--- config.mk ---
export PLATFORM = sky130hd
export DESIGN_NAME = wb_regfile
export DESIGN_NICKNAME = d
export VERILOG_FILES = /design/src/rtl/wb_regfile.sv
export SDC_FILE = /design/constraint.sdc
export NUM_CORES = 2
export LEC_CHECK = 0
export ABC_CLOCK_PERIOD_IN_PS = 9560
export CAP_MARGIN = 10
export CORE_MARGIN = 2
export CORE_UTILIZATION = 53
export DETAILED_ROUTE_END_ITERATION = 6
export PLACE_DENSITY = 0.71
export SYNTH_ARGS = -nofsm -noshare
export SYNTH_HDL_FRONTEND = slang
export SYNTH_SLANG_ARGS = --single-unit
--- constraint.sdc ---
create_clock -name clk -period 9.56 [get_ports clk]
set_input_delay 0.956 -clock clk [delete_from_list [all_inputs] [get_ports clk]]
set_output_delay 0.956 -clock clk [all_outputs]
set_load 0.01 [all_outputs]
--- src/rtl/wb_regfile.sv ---
// wb_regfile: writeback end of the pipeline.
// - Commits the MEM/WB writeback bundle into a 32x32 register file with
//   per-byte write enables.
// - Serves two combinational read ports to ID, with a WB->ID bypass.
// - Produces a one-cycle-delayed commit trace and a running write count.
module wb_regfile #(
  parameter int DATA_W = 32,
  parameter int ADDR_W = 5,
  parameter int WE_W   = DATA_W / 8
) (
  input  logic              clk,
  input  logic              rst,
  input  logic [WE_W-1:0]   wb_wreg,
  input  logic [ADDR_W-1:0] wb_wd,
  input  logic [DATA_W-1:0] wb_wdata,
  input  logic [31:0]       wb_pc,
  input  logic              re1,
  input  logic [ADDR_W-1:0] raddr1,
  output logic [DATA_W-1:0] rdata1,
  input  logic              re2,
  input  logic [ADDR_W-1:0] raddr2,
  output logic [DATA_W-1:0] rdata2,
  output logic [31:0]       debug_wb_pc,
  output logic [WE_W-1:0]   debug_wb_rf_wen,
  output logic [ADDR_W-1:0] debug_wb_rf_wnum,
  output logic [DATA_W-1:0] debug_wb_rf_wdata,
  output logic [31:0]       commit_cnt
);

  localparam int NREG = 2 ** ADDR_W;

  // Byte-wise merge: bytes whose enable is set come from new_v, the rest
  // keep old_v. Shared by the write path and both bypass paths so the
  // value a reader sees in the WB cycle equals what gets stored.
  function automatic logic [DATA_W-1:0] byte_merge(
    input logic [DATA_W-1:0] old_v,
    input logic [DATA_W-1:0] new_v,
    input logic [WE_W-1:0]   we
  );
    logic [DATA_W-1:0] res;
    res = old_v;
    for (int i = 0; i < WE_W; i++) begin
      if (we[i]) begin
        res[i*8 +: 8] = new_v[i*8 +: 8];
      end else begin
        res[i*8 +: 8] = old_v[i*8 +: 8];
      end
    end
    return res;
  endfunction

  logic [DATA_W-1:0] regs_r [NREG];
  logic [WE_W-1:0]   eff_we_s;
  logic              wr_act_s;
  logic [DATA_W-1:0] merged_s;
  logic [DATA_W-1:0] rdata1_s;
  logic [DATA_W-1:0] rdata2_s;

  logic [31:0]       dbg_pc_r;
  logic [WE_W-1:0]   dbg_wen_r;
  logic [ADDR_W-1:0] dbg_wnum_r;
  logic [DATA_W-1:0] dbg_wdata_r;
  logic [31:0]       cnt_r;

  // Effective write enables: reset and writes to r0 are squashed here so
  // storage, trace, counter and bypass all agree on what commits.
  always_comb begin
    eff_we_s = {WE_W{1'b0}};
    if (!rst && (wb_wd != {ADDR_W{1'b0}})) begin
      eff_we_s = wb_wreg;
    end else begin
      eff_we_s = {WE_W{1'b0}};
    end
    wr_act_s = (eff_we_s != {WE_W{1'b0}});
    merged_s = byte_merge(regs_r[wb_wd], wb_wdata, eff_we_s);
  end

  // Read port 1: zero in reset / disabled / r0, bypass from WB on a hit.
  always_comb begin
    rdata1_s = {DATA_W{1'b0}};
    if (rst || !re1 || (raddr1 == {ADDR_W{1'b0}})) begin
      rdata1_s = {DATA_W{1'b0}};
    end else if ((raddr1 == wb_wd) && wr_act_s) begin
      rdata1_s = byte_merge(regs_r[raddr1], wb_wdata, eff_we_s);
    end else begin
      rdata1_s = regs_r[raddr1];
    end
  end

  // Read port 2: identical rules to port 1, fully independent.
  always_comb begin
    rdata2_s = {DATA_W{1'b0}};
    if (rst || !re2 || (raddr2 == {ADDR_W{1'b0}})) begin
      rdata2_s = {DATA_W{1'b0}};
    end else if ((raddr2 == wb_wd) && wr_act_s) begin
      rdata2_s = byte_merge(regs_r[raddr2], wb_wdata, eff_we_s);
    end else begin
      rdata2_s = regs_r[raddr2];
    end
  end

  assign rdata1 = rdata1_s;
  assign rdata2 = rdata2_s;

  // Register storage: clear on reset, otherwise commit the merged word.
  always_ff @(posedge clk) begin
    if (rst) begin
      for (int i = 0; i < NREG; i++) begin
        regs_r[i] <= {DATA_W{1'b0}};
      end
    end else if (wr_act_s) begin
      regs_r[wb_wd] <= merged_s;
    end else begin
      regs_r[wb_wd] <= regs_r[wb_wd];
    end
  end

  // Commit trace: snapshot of what was committed at this edge; index and
  // data read as zero when nothing committed.
  always_ff @(posedge clk) begin
    if (rst) begin
      dbg_pc_r    <= 32'd0;
      dbg_wen_r   <= {WE_W{1'b0}};
      dbg_wnum_r  <= {ADDR_W{1'b0}};
      dbg_wdata_r <= {DATA_W{1'b0}};
    end else if (wr_act_s) begin
      dbg_pc_r    <= wb_pc;
      dbg_wen_r   <= eff_we_s;
      dbg_wnum_r  <= wb_wd;
      dbg_wdata_r <= merged_s;
    end else begin
      dbg_pc_r    <= wb_pc;
      dbg_wen_r   <= {WE_W{1'b0}};
      dbg_wnum_r  <= {ADDR_W{1'b0}};
      dbg_wdata_r <= {DATA_W{1'b0}};
    end
  end

  // Commit counter: one per effective write, free-running wrap.
  always_ff @(posedge clk) begin
    if (rst) begin
      cnt_r <= 32'd0;
    end else if (wr_act_s) begin
      cnt_r <= cnt_r + 32'd1;
    end else begin
      cnt_r <= cnt_r;
    end
  end

  assign debug_wb_pc       = dbg_pc_r;
  assign debug_wb_rf_wen   = dbg_wen_r;
  assign debug_wb_rf_wnum  = dbg_wnum_r;
  assign debug_wb_rf_wdata = dbg_wdata_r;
  assign commit_cnt        = cnt_r;

endmodule

======== Yosys cells after proc, flatten, opt, wreduce, memory -nomap -nowiden ========
Memory sizes are Yosys's and may differ from the RTL's.
Index checks and enable logic that the tools add are counted.
Widths: inputs -> output; s select.
storage, ports and cells
  register bits ........................... 105
  memory bits (writable) .................. 1024
  input bits .............................. 87
  output and inout port bits .............. 169
  memories kept ........................... 1
cells by class
  add/sub/neg operators ................... 1
  equal/unequal tests ..................... 2
  muxes and demuxes ....................... 29
  bitwise operators ....................... 2
  reduce and logical (&&, ||, !) cells .... 16
memory list
  memory  depth  bits a word  read ports  clocked after Yosys merged registers in  wr ports  RTL line  source
  regs_r  32     32           3           0                                        32        52        logic [DATA_W-1:0] regs_r [NREG];
operator list
  cell                   count
  $mux 32                6
  $mux 8                 12
  $add 32x1->32 const B  1
  $reduce_or 32->1       1
  $eq 5x5->1             2
  $logic_not 5->1        2
  $mux 1                 9
  $mux 5                 1
  $reduce_bool 5->1      1
  $logic_or 1x1->1       4
  $mux 4                 1
  $reduce_bool 4->1      1
  $logic_and 1x1->1      3
  $logic_not 1->1        3
  $reduce_or 2->1        1
  $not 1->1              1
  $or 1x1->1             1

======== Depth between registers and ports, before layout ========
  depth in word-level cells ............... 10
  depth in mapped cells ................... 10
  gate-level depth less buffers ........... 6

======== Least setup slack after synthesis ========
No wires, ideal clock.
  kind .................................... input-to-reg
  start point ............................. input port wb_wd[4]
  end point ............................... memory regs_r[0][0], enable pin
  data arrival time ....................... 3.711 ns
  required time ........................... 9.094 ns
  slack ................................... 5.383 ns
  stages .................................. 2
  path buffers ............................ 0
  cells stage by stage .................... or3_1 > o21ai_0
RTL lines
  item         RTL line  source
  from (decl)  14        input logic [ADDR_W-1:0] wb_wd,
  to (decl)    52

======== Final worst setup path ========
  start point ............................. input port raddr2[4]
  end point ............................... output port rdata2[21]
on the way
  word-level cells in the longest chain between the ends .. 4
RTL lines
  item                                                RTL line  source
  from (decl)                                         21        input logic [ADDR_W-1:0] raddr2,
  $mem_v2 32x32 / $eq 5x5->1 (equally long branches)  -
  $mux 8 / $logic_and 1x1->1 (equally long branches)  43, 95
  $mux 32                                             95        end else if ((raddr2 == wb_wd) && wr_act_s) begin
  $mux 32 *                                           93        if (rst || !re2 || (raddr2 == {ADDR_W{1'b0}})) begin
  to (decl)                                           22        output logic [DATA_W-1:0] rdata2,
Every way passes the cells marked *; elsewhere a longest branch is shown, timed or not.

==> summary.txt <==
Crit start category: input port
WL met1: 79.3 mm
IO Count: 256
Placed inst area: 0.0684 sq mm
Row cnt: 128
Die Wd: 354 um
Setup violators final: 0
Seq/Total Area, Yosys: 0.506
Via count: 49.4k
TritonCTS clock tree: built
DRT Pass-1 Iters: 7
Num CTS Buffers: 120
Placed Instances: 6142
CP required: 8.60 ns
Final WL: 252 mm
Pwr dens: 171 mW/mm^2
Critical path arrival: 5.30 ns
Syn Std Cell Area: 0.0649 sq mm
Min-delay worst type: reg2reg
Layout cell share with drive strength beyond 1: 0.253
Final instance area: 0.0723 sq mm
Largest net degree at the start of global routing: 108
CTS sink count: 1129
Die Span Y: 354 um
Metal2 WL: 106 mm
Final core occ: 0.594
Slew of the pin with the lowest slew margin: 1.37 ns
Fraction of registers with async set/reset: 0
Total gr overflow: 0
Max Root-Sink Buffers: 3
Initial Util: 0.534
Period utilisation layout: 0.654
CP Class: in2out
Worst VDD drop: 145 uV
Max_slew headroom: 0.0789
Flop2flop setup slack: 6.66 ns
Area grow syn2layout: 11.4%
Met3 wire len: 47.4 mm
First-pass GRT wire length: 350 mm
Clock skew: 0.0263 ns
Post-CTS sizing: 0
CP Max Fanout: 12
CTS hold repair buffers: 0
Post-Syn Nets: 4722
Reg clk slew, reported paths: 0.05 ns
HPWL Detailed: 139 mm
Insertion delay to the later sink of the worst-skew pair: 0.75 ns
H-tree depth: 3
Fin cells: 6373
Worst Setup End Kind: primary output
Number of port buffers: 255
Tmin final: 6.25 ns
CTS root buf: clkbuf_16
Unrepaired setup endpoints after global routing: false
Number of setup buffers added after CTS: 0
DR iter-0 viols: 10.1k
Vias in the first global route: 47.1k
Most used DFF post-synth: edfxtp_1
Setup_tns: 0 ns
Final hold slack: 0.498 ns
Max_cap viols: 0
Via/cell ratio: 7.76
Nets: 4728
Run status: completed
Initial antenna violation count: 7
Fill count: 9248
Post-route ant nets: 0
Leakage Power: 24.4 nW
Fmax: 160 MHz
Max-slew violations: 0
Syn_area_per_cell: 14.0 sq um
Yosys cell types: 72
DRC viols: 0
Yosys reg bits: 1129
Synth warn: 0
Final hold vios: 0
Synthesized instance count: 4634
Global-route usage over all layers: 0.398
WL/cell: 39.6 um
Number of synthesized flops with an enable pin: 1024
Core box area: 0.122 sq mm
Max layer used: met5
Routability cong.: 0.917
DIE AREA: 0.125 sq mm
cells in the mapped netlist, types with 8 or more instances:
library cell,number,area share
nor2_1,1084,0.063
edfxtp_1,1024,0.47
mux4_2,755,0.26
clkbuf_1,224,0.013
mux2i_1,215,0.033
a22oi_1,142,0.016
nand2_1,129,0.0075
buf_4,122,0.014
buf_2,108,0.0083
dfxtp_1,105,0.032
o21ai_0,103,0.0079
a21oi_1,86,0.0066
a221oi_1,55,0.0074
nand3_1,54,0.0042
nor2b_1,41,0.0039
buf_1,38,0.0022
inv_1,33,0.0019
nand4_1,33,0.0032
and2_1,29,0.0028
mux2i_4,22,0.0076
a221o_1,20,0.0031
or3_1,17,0.0016
xnor2_1,17,0.0023
and3_1,15,0.0014
a211oi_1,10,0.0012
a311o_1,10,0.0015
nor3_1,10,0.00077
o21bai_1,10,0.0012
o31ai_1,9,0.0010
a22o_1,8,0.0011
a41o_1,8,0.0012
nand2b_1,8,0.00077
routing by layer:
metal / up-vias / track usage
met5: - / 0.0102
met3: 1230 / 0.165
li1: 18200 / -
met2: 5551 / 0.565
met4: 15 / 0.241
met1: 24400 / 0.512
cell type report:
cell class                      count  area (sq um)  area share
Clock inverter                     55           474     0.00656
Inverter                           39           148     0.00204
Antenna cell                        9          22.5    0.000311
Multi-Input combinational cell   2966         29700       0.411
Tap cell                         1625          2030      0.0281
Sequential cell                  1129         32900       0.454
Clock buffer                      166          3430      0.0475
Timing Repair Buffer              384          3650      0.0505
flip-flops by register name, summed over array words and instances, names as in the netlist:
signal	cells
debug_wb_rf_wdata	32
debug_wb_rf_wnum	5
debug_wb_pc	32
regs_r	1024
commit_cnt	32
debug_wb_rf_wen	4
critical path, cell delays in order:
cell and delay, ns:
clkdlybuf4s50_1 0.98, xnor2_1 0.46, and2_1 0.90, nand3_1 0.83, nand4b_1 0.34, nand3b_1 0.25
clkdlybuf4s50_1 0.55
path summary, 6_finish.rpt:
path,startpoint,endpoint,depth (start not counted)
setup / recovery,raddr2[4],rdata2[21],7
hold / removal,commit_cnt[30],commit_cnt[30],2
setup reg to reg,regs_r[30][4],regs_r[0][4],5
hold reg to reg,commit_cnt[30],commit_cnt[30],2
where the power goes:
group | switching [W] | internal (W) | leakage [nW] | total [W]
registers | 0.000143 | 0.00559 | 11.4 | 0.00573
logic | 0.00119 | 0.000755 | 11.0 | 0.00194
clock network | 0.00202 | 0.00270 | 1.93 | 0.00472
placed cells by master, fill, tap and decap left out, types with 86 or more instances in the layout:
master and n:
a21oi_1 86, a22oi_1 142, buf_4 121, clkbuf_16 127, clkdlybuf4s50_1 244, dfxtp_1 105, edfxtp_1 1024, mux2i_1 215
mux4_2 755, nor2_1 1082, o21ai_0 102
logic make-up after synthesis:
logic type	Yosys count	synth area share
flops	1129	0.506
simple gates	1447	0.0924
buf+inv	539	0.0411
fa+ha+maj	1	0.000193
compound gates	501	0.0542
mux	996	0.303
xor+xnor	21	0.00283
per-stage QoR:
step | setup WS (ns) | total power (W)
after floorplan | 5.38 | 0.00703
after global placement | 3.66 | 0.00765
after detailed placement | 3.66 | 0.00768
after CTS | 3.65 | 0.0123
after global routing | 3.38 | 0.0126
final | 3.31 | 0.0124
Note: power is estimated with default switching activity, not from simulation.
